===== src/rtl/lsu_pkg.sv =====
// Shared encodings for the load/store unit: access sizes, FSM states and the
// width of the byte-lane selector.
package lsu_pkg;

  localparam logic [1:0] SZ_BYTE = 2'd0;
  localparam logic [1:0] SZ_HALF = 2'd1;
  localparam logic [1:0] SZ_WORD = 2'd2;

  localparam int LANE_SEL_W = 2;

  typedef enum logic [2:0] {
    IDLE,
    LOAD,
    WR,
    RMW_RD,
    RMW_WR,
    ERR
  } lsu_state_e;

endpackage


===== src/rtl/lsu_lane_align.sv =====
// Byte-lane steering: extracts and extends load data, and merges a byte/half
// store into the word read back from memory (little-endian lanes).
module lsu_lane_align
  import lsu_pkg::*;
(
  input  logic [LANE_SEL_W-1:0] lane_off,
  input  logic [1:0]            size,
  input  logic                  is_signed,
  input  logic [31:0]           rdata,
  input  logic [15:0]           wdata,
  output logic [31:0]           load_data,
  output logic [31:0]           merged
);

  logic [7:0]  byte_v;
  logic [15:0] half_v;
  logic [31:0] wrep;

  always_comb begin
    byte_v = rdata[{lane_off, 3'b000} +: 8];
    half_v = lane_off[1] ? rdata[31:16] : rdata[15:0];
    case (size)
      SZ_BYTE: load_data = {{24{is_signed & byte_v[7]}}, byte_v};
      SZ_HALF: load_data = {{16{is_signed & half_v[15]}}, half_v};
      default: load_data = rdata;
    endcase
    // Replicating the store data lets each lane pick its bits without a shifter.
    wrep = (size == SZ_BYTE) ? {4{wdata[7:0]}} : {2{wdata}};
  end

  for (genvar gi = 0; gi < 4; gi++) begin : g_lane
    localparam logic [1:0] LANE = gi;
    logic hit;
    assign hit = ((size == SZ_BYTE) && (lane_off == LANE)) ||
                 ((size == SZ_HALF) && (lane_off[1] == LANE[1]));
    assign merged[8*gi+7:8*gi] = hit ? wrep[8*gi+7:8*gi] : rdata[8*gi+7:8*gi];
  end

endmodule


===== src/rtl/load_store_unit.sv =====
// MIPS byte-addressed load/store front end for a word-wide data memory.
// Sub-word stores are read-modify-write; misaligned or illegal requests error out.
module load_store_unit
  import lsu_pkg::*;
#(
  parameter int MEM_DEPTH_LOG2 = 8
) (
  input  logic        clk,
  input  logic        rst_n,
  input  logic        req_valid,
  output logic        req_ready,
  input  logic        req_write,
  input  logic [1:0]  req_size,
  input  logic        req_signed,
  input  logic [31:0] req_addr,
  input  logic [31:0] req_wdata,
  output logic        rsp_valid,
  output logic [31:0] rsp_rdata,
  output logic        rsp_err,
  output logic        mem_read,
  output logic        mem_write,
  output logic [31:0] mem_addr,
  output logic [31:0] mem_wdata,
  input  logic [31:0] mem_rdata
);

  localparam int AW = MEM_DEPTH_LOG2 + 2;

  lsu_state_e  state_q, state_d;
  logic [AW-1:0] addr_q, addr_d;
  logic [1:0]  size_q, size_d;
  logic        signed_q, signed_d;
  logic [31:0] wdata_q, wdata_d;
  logic [31:0] merge_q, merge_d;
  logic [31:0] rdata_q, rdata_d;
  logic        rsp_valid_q, rsp_valid_d;
  logic        rsp_err_q, rsp_err_d;

  logic        req_err;
  logic [31:0] load_data;
  logic [31:0] merged;
  logic        unused_addr_hi;

  // Address bits above the memory depth alias onto the low words.
  assign unused_addr_hi = ^req_addr[31:AW];

  assign req_err = (req_size == 2'd3) ||
                   ((req_size == SZ_HALF) && req_addr[0]) ||
                   ((req_size == SZ_WORD) && (req_addr[1:0] != 2'b00));

  lsu_lane_align u_align (
    .lane_off  (addr_q[LANE_SEL_W-1:0]),
    .size      (size_q),
    .is_signed (signed_q),
    .rdata     (mem_rdata),
    .wdata     (wdata_q[15:0]),
    .load_data (load_data),
    .merged    (merged)
  );

  always_comb begin
    state_d     = state_q;
    addr_d      = addr_q;
    size_d      = size_q;
    signed_d    = signed_q;
    wdata_d     = wdata_q;
    merge_d     = merge_q;
    rdata_d     = rdata_q;
    rsp_valid_d = 1'b0;
    rsp_err_d   = 1'b0;
    case (state_q)
      IDLE: begin
        if (req_valid) begin
          addr_d   = req_addr[AW-1:0];
          size_d   = req_size;
          signed_d = req_signed;
          wdata_d  = req_wdata;
          if (req_err)                 state_d = ERR;
          else if (!req_write)         state_d = LOAD;
          else if (req_size == SZ_WORD) state_d = WR;
          else                         state_d = RMW_RD;
        end
      end
      LOAD: begin
        rdata_d     = load_data;
        rsp_valid_d = 1'b1;
        state_d     = IDLE;
      end
      WR: begin
        rsp_valid_d = 1'b1;
        state_d     = IDLE;
      end
      RMW_RD: begin
        merge_d = merged;
        state_d = RMW_WR;
      end
      RMW_WR: begin
        rsp_valid_d = 1'b1;
        state_d     = IDLE;
      end
      ERR: begin
        rsp_valid_d = 1'b1;
        rsp_err_d   = 1'b1;
        state_d     = IDLE;
      end
      default: state_d = IDLE;
    endcase
  end

  always_ff @(posedge clk or negedge rst_n) begin
    if (!rst_n) begin
      state_q     <= IDLE;
      addr_q      <= '0;
      size_q      <= '0;
      signed_q    <= 1'b0;
      wdata_q     <= '0;
      merge_q     <= '0;
      rdata_q     <= '0;
      rsp_valid_q <= 1'b0;
      rsp_err_q   <= 1'b0;
    end else begin
      state_q     <= state_d;
      addr_q      <= addr_d;
      size_q      <= size_d;
      signed_q    <= signed_d;
      wdata_q     <= wdata_d;
      merge_q     <= merge_d;
      rdata_q     <= rdata_d;
      rsp_valid_q <= rsp_valid_d;
      rsp_err_q   <= rsp_err_d;
    end
  end

  // Memory strobes decode straight from state so reset kills them immediately.
  always_comb begin
    mem_wdata = '0;
    case (state_q)
      WR:      mem_wdata = wdata_q;
      RMW_WR:  mem_wdata = merge_q;
      default: mem_wdata = '0;
    endcase
  end

  assign req_ready = (state_q == IDLE);
  assign mem_read  = (state_q == LOAD) || (state_q == RMW_RD);
  assign mem_write = (state_q == WR) || (state_q == RMW_WR);
  assign mem_addr  = {{(32 - MEM_DEPTH_LOG2){1'b0}}, addr_q[AW-1:2]};
  assign rsp_valid = rsp_valid_q;
  assign rsp_err   = rsp_err_q;
  assign rsp_rdata = rdata_q;

endmodule


===== config.mk =====
export PLATFORM = sky130hd
export DESIGN_NAME = load_store_unit
export DESIGN_NICKNAME = d
export VERILOG_FILES = /design/src/rtl/lsu_pkg.sv /design/src/rtl/lsu_lane_align.sv /design/src/rtl/load_store_unit.sv
export SDC_FILE = /design/constraint.sdc
export NUM_CORES = 1
export LEC_CHECK = 0
export BUFFER_PORTS_ARGS = -buffer_cell sky130_fd_sc_hd__buf_4
export CAP_MARGIN = 20
export CELL_PAD_IN_SITES_DETAIL_PLACEMENT = 0
export CELL_PAD_IN_SITES_GLOBAL_PLACEMENT = 1
export CORE_AREA = 2 2 124 126
export DETAILED_ROUTE_END_ITERATION = 8
export DIE_AREA = 0 0 126 128
export PLACE_DENSITY_LB_ADDON = 0.12
export SYNTH_ARGS = -nofsm -noshare
export SYNTH_HDL_FRONTEND = slang
export SYNTH_HIERARCHICAL = 1
export SYNTH_SLANG_ARGS = --single-unit

===== constraint.sdc =====
create_clock -name clk -period 4.1 [get_ports clk]
set_input_delay 0.41 -clock clk [delete_from_list [all_inputs] [get_ports clk]]
set_output_delay 0.41 -clock clk [all_outputs]
set_load 0.1 [all_outputs]

After elaboration in Yosys (flattened, before gate mapping)
Cells that the tools add are included.
{"block": "op_classes", "n_reduce_logical": 22, "shifts": 1, "eq_ne": 13, "bitwise_logic": 3, "muxes": 15}
{"op": "32-bit case mux with 2 select lines", "n": 2}
{"op": "32-bit 2-to-1 mux", "n": 1}
{"op": "8-bit 2-to-1 mux", "n": 4}
{"op": "32-bit by 6-bit indexed part select with 8-bit output", "n": 1}
{"op": "16-bit 2-to-1 mux", "n": 1}
{"op": "2-bit equality test, second input constant", "n": 4}
{"op": "1-bit logical AND", "n": 8}
{"op": "1-bit logical OR", "n": 8}
{"op": "2-bit by 1-bit equality test with 1-bit output, second input constant", "n": 3}
{"op": "3-bit by 2-bit equality test with 1-bit output, second input constant", "n": 2}
{"op": "3-bit equality test, second input constant", "n": 2}
{"op": "3-bit 2-to-1 mux", "n": 2}
{"op": "3-bit case mux with 2 select lines", "n": 1}
{"op": "2-bit zero test", "n": 2}
{"op": "4-bit OR reduction", "n": 1}
{"op": "3-bit by 1-bit equality test with 1-bit output, second input constant", "n": 1}
{"op": "3-bit zero test", "n": 1}
{"op": "1-bit 2-to-1 mux", "n": 3}
{"op": "1-bit AND", "n": 2}
{"op": "2-bit 2-to-1 mux", "n": 1}
{"op": "2-bit != test, second input constant", "n": 1}
{"op": "2-bit AND reduction", "n": 1}
{"op": "2-bit nonzero test", "n": 1}
{"op": "1-bit inverter", "n": 1}
{"block": "word_totals", "inputBits": 103, "output_inout_bits": 101, "wordCells": 63, "register_bits": 114}

Depth between registers and ports, before layout
{"block": "depth", "word_depth": 7, "depth_mapped": 6, "mapped_depth_nobuf": 4}

By module
Netlist, hierarchy kept.
{"mod": "load_store_unit", "seq_area_each_um2": 2852.7, "n_inst": 1, "area_per_inst_um2": 4892.2, "cells_per_inst": 325}
{"mod": "lsu_lane_align", "seq_area_each_um2": 0.0, "n_inst": 1, "area_per_inst_um2": 1341.3, "cells_per_inst": 165}

Worst setup path before layout
OpenSTA, ideal clock, no wires.
{"block": "synth_timing", "kind": "reg2out", "startpoint": "register state_q[1]", "endpoint": "output port req_ready", "path_stages_with_launch": 3, "t_arrival_ps": 2620, "path_buffers": 1, "path_slack_ps": 1070, "t_required_ps": 3690, "cell_sequence": "dfrtp_1 > buf_4 > nor3_1"}
{"block": "synth_between", "elab_chain_len": 1}
{"element": "from (decl)", "line_no": "load_store_unit.sv:29", "rtl": "lsu_state_e state_q, state_d;"}
{"element": "from (signal assigned)", "line_no": "load_store_unit.sv:122", "rtl": "state_q <= state_d;"}
{"element": "3-bit zero test", "line_no": "load_store_unit.sv:144", "rtl": "assign req_ready = (state_q == IDLE);"}
{"element": "to (decl)", "line_no": "load_store_unit.sv:11", "rtl": "output logic req_ready,"}
No other way between the ends.

Worst setup path in the final report
{"block": "layout_timing", "startpoint": "register size_q[1]", "endpoint": "register rdata_q[2] (netlist: rsp_rdata[2])"}
{"block": "layout_between", "elab_chain_len": 2, "word_cells_on_any_way": 3, "classes_between": "eq/ne: 1; mux: 1; reduce/logical: 1"}
{"element": "from (decl)", "line_no": "load_store_unit.sv:31", "rtl": "logic [1:0] size_q, size_d;"}
{"element": "from (signal assigned)", "line_no": "load_store_unit.sv:124", "rtl": "size_q <= size_d;"}
{"element": "2-bit by 1-bit equality test with 1-bit output or 2-bit zero test (tied branches)", "line_no": "lsu_lane_align.sv:22", "rtl": "case (size)"}
{"element": "32-bit case mux with 2 select lines (*)", "line_no": "lsu_lane_align.sv:22"}
{"element": "via load_data[2]", "line_no": "load_store_unit.sv:40", "rtl": "logic [31:0] load_data;"}
{"element": "to (signal assigned)", "line_no": "load_store_unit.sv:128", "rtl": "rdata_q <= rdata_d;"}
{"element": "to (decl)", "line_no": "load_store_unit.sv:35", "rtl": "logic [31:0] rdata_q, rdata_d;"}
The timed path passes the listed nets; every way through them passes the cells marked *.
A chain may end at the register's enable or synchronous reset.

==> impl_metrics.py <==
metrics = {
    "status": {
        "status": "completed",
    },
    "global_routing": {
        "track_usage_pct": 20.5,
        "grt_max_degree": 53,
        "grt_pass1_vias": 4455,
        "grt_pass1_wl_mm": 25.4,
        "antenna_found_initial": 0,
        "use_met2_pct": 32.4,
        "globalRouteMet1Util_pct": 27.8,
        "grt.overflow.total": 0,
        "gr-usage-met3_pct": 5.30,
        "busiest_layer": "met2",
    },
    "synthesis": {
        "yosysSeqAreaShare_pct": 45.8,
        "synth_top_area_share_pct": 45.8,
        "synthCells": 490,
        "synth_top_cell_by_area": "dfrtp_1",
        "ys_ff_latch": 114,
        "yosysUniqueCellTypes": 48,
        "yosysWarnings": 6,
        "syn_avg_cell_area_sq_um": 12.7,
        "synth_area_leaders": "dfrtp_1 46%, mux2_2 25%, buf_4 4.8%",
        "synth-main-ff-cell": "dfrtp_1",
        "synth-edff-count": 0,
        "syn_area_sq_um": 6230,
        "synthArstFlopShare_pct": 100,
    },
    "timing": {
        "fin_crit_ns": 2.65,
        "maxSlewViolCount": 0,
        "tightest_slew_ns": 0.986,
        "fin_worst_skew_ns": 0.00712,
        "max_freq_ghz": 0.378,
        "rsz0062_at_grt": "false",
        "setup_viol": 0,
        "hold_viol": 0,
        "fin_tns_setup_ns": 0,
        "fin_crit_sh_pct": 64.6,
        "relSlewSlack_pct": 34.1,
    },
    "finish": {
        "num-nets-final": 734,
        "diodes": 0,
        "syn2layout_area_growth_pct": 27.8,
        "multiInputGateArea_sq_um": 3020,
        "n_fill_cell": 1299,
        "drive_above_1_share_pct": 56.7,
        "regArea_sq_um": 2850,
        "finalInstanceArea_sq_um": 7960,
    },
    "clock_network": {
        "post_cts_buffers": 0,
        "htreeDepth": 4,
        "clk_latency_ns": 0.41,
        "cts_tree": "built",
        "clockBufferDepth": 2,
        "cts_hold_buf": 0,
        "cts-root-buf": "clkbuf_16",
        "cts_inserted_buffers": 17,
        "clk_pin_slew_worst_paths_ns": 0.05,
        "cts-resized-gates": 0,
        "cts.sinks": 114,
    },
    "critical_path": {
        "critPathKind": "flop to flop",
        "arrival_ns": 2.94,
        "path_max_fanout": 19,
        "critical-path-max-stage-delay_ns": 0.86,
        "worst_setup_path_end_kind": "flop",
        "critPathSlowestCell": "nor2b_1",
        "crit_chain": "nor2b_1, nand2_1, o221a_2, mux2_2",
        "crit_path_start_kind": "flop",
        "crit_required_ns": 4.39,
    },
    "floorplanning": {
        "initial_utilization_pct": 41.9,
        "dieHeight_um": 128,
        "rows": 45,
        "die_area_sq_um": 16100,
        "fp.coreArea_sq_um": 14900,
        "num_io_pins": 204,
        "die_x_um": 126,
    },
    "route": {
        "firstDrtPassIters": 4,
        "wl_mm": 16.2,
        "viasPerCell": 5.25,
        "drt_iter0_markers": 215,
        "postRouteAntennaNets": 0,
        "wl_per_cell_um": 19.5,
        "drc_errors": 0,
        "vias": 4371,
    },
    "place": {
        "portBuffers": 157,
        "gp_congestion": 0.799,
        "dpl-instance-area_sq_um": 7370,
        "post-dp-hpwl_mm": 11.7,
    },
    "worst_hold_path": {
        "hold_class": "input port to asynchronous set/reset pin",
    },
    "power": {
        "pwr-share-seq_pct": 28.0,
        "p_comb_share_pct": 50.4,
        "power.total_mw": 6.69,
        "internal_power_mw": 3.50,
        "swShare_pct": 47.7,
        "power_switching_mw": 3.19,
        "pwr-share-clk_pct": 21.6,
        "p_leak_nw": 3.63,
        "powerDensity_nw_per_um2": 841,
        "power.ir.vdd_worst_v": 0.000472,
    },
    "run": {
        "max_cap_violations": 0,
    },
}
critical path, delay by kind of cell, from the launching register on:
kind | cells | cell delay, ns
AO/OA/AOI/OAI | 1 | 0.39
flip-flops | 1 | 0.60
multiplexers | 1 | 0.26
AND/OR/NAND/NOR | 2 | 1.28
per-stage QoR:
step	util, %	hold WS [ns]	setup slack [ns]	instances
finish	53.6	0.0337	1.45	832
global route	53.6	0.0700	1.33	832
CTS	53.5	0.0547	0.844	831
detailed placement	49.6	0.477	1.31	799
global placement	49.6	0.468	1.36	799
floorplan	-	0.114	1.07	513
cell families (layout without fill, tap and decap cells):
family	count (synthesis)	in the layout	synth area share, %
AO/OA/AOI/OAI	87	87	11.4
flip-flops	114	114	45.8
other	1	24	0.0602
multiplexers	153	153	28.4
buffers and inverters	71	202	7.51
AND/OR/NAND/NOR	64	64	6.93
final timing paths:
kind | start | end | slack (ns) | cells past startpoint
setup / recovery | size_q[1]$_DFFE_PN0P_ | rsp_rdata[2]$_DFFE_PN0P_ | 1.45 | 4
setup reg to reg | size_q[1]$_DFFE_PN0P_ | rsp_rdata[2]$_DFFE_PN0P_ | 1.45 | 4
max in group asynchronous | rst_n | wdata_q[7]$_DFFE_PN0P_ | 3.14 | 2
hold / removal | rst_n | rsp_rdata[7]$_DFFE_PN0P_ | 0.03 | 1
min in group clk | req_write | state_q[0]$_DFFE_PN0P_ | 0.20 | 2
hold reg to reg | wdata_q[25]$_DFFE_PN0P_ | wdata_q[25]$_DFFE_PN0P_ | 0.48 | 1
flip-flops by register name, indices dropped and copies added (netlist names), 2 cells and up:
signal / flops
addr_q: 10
merge_q: 32
rsp_rdata: 32
size_q: 2
state_q: 3
wdata_q: 32
cell type report:
class | instances | area share, %
clock inverters | 10 | 1.35
repair buffers | 168 | 15.9
inverters | 2 | 0.0943
multi-input cells | 328 | 37.9
flip-flops and latches | 114 | 35.8
well taps | 188 | 2.95
clock buffers | 22 | 5.95
placed cells by master (no fill, tap or decap), types with 5 or more instances in the layout:
cell type  netlist  routed
clkbuf_16        0      17
nor2b_1         26      26
o221a_2          7       7
clkinv_2         0       5
conb_1           1      24
a21oi_1          8       8
nand2_1         11      11
a22o_1          32      32
buf_4           40     167
mux2_2         137     137
mux2_4          10      10
dfrtp_1        114     114
o22ai_1         17      17
a211o_1          6       6
o221ai_1         6       6
Yosys cell counts, types with 5 or more instances:
cell type / n
o221a_2: 7
a211o_1: 6
a22o_1: 32
nor2b_1: 26
buf_6: 5
nand2_1: 11
o22ai_1: 17
mux2_4: 10
o221ai_1: 6
clkbuf_1: 12
buf_4: 40
dfrtp_1: 114
buf_2: 11
a21oi_1: 8
mux2_2: 137
per-layer routing:
layer / part of all wire (%) / routed length, um / up-vias
li1: - / - / 2044
met1: 45 / 7240 / 2179
met2: 48 / 7750 / 135
met3: 6.5 / 1050 / 13
met4: 1.1 / 186 / 0
met5: 0 / 0 / -
power groups by stage:
stage	Combinational, mW	Clock (mW)	Sequential (mW)
floorplan	1.68	0	2.95
global placement	3.35	0	1.88
detailed placement	3.38	0	1.90
CTS	3.39	1.48	1.88
global route	3.52	1.53	1.94
finish	3.37	1.44	1.88
(Power assumes the default switching activity.)
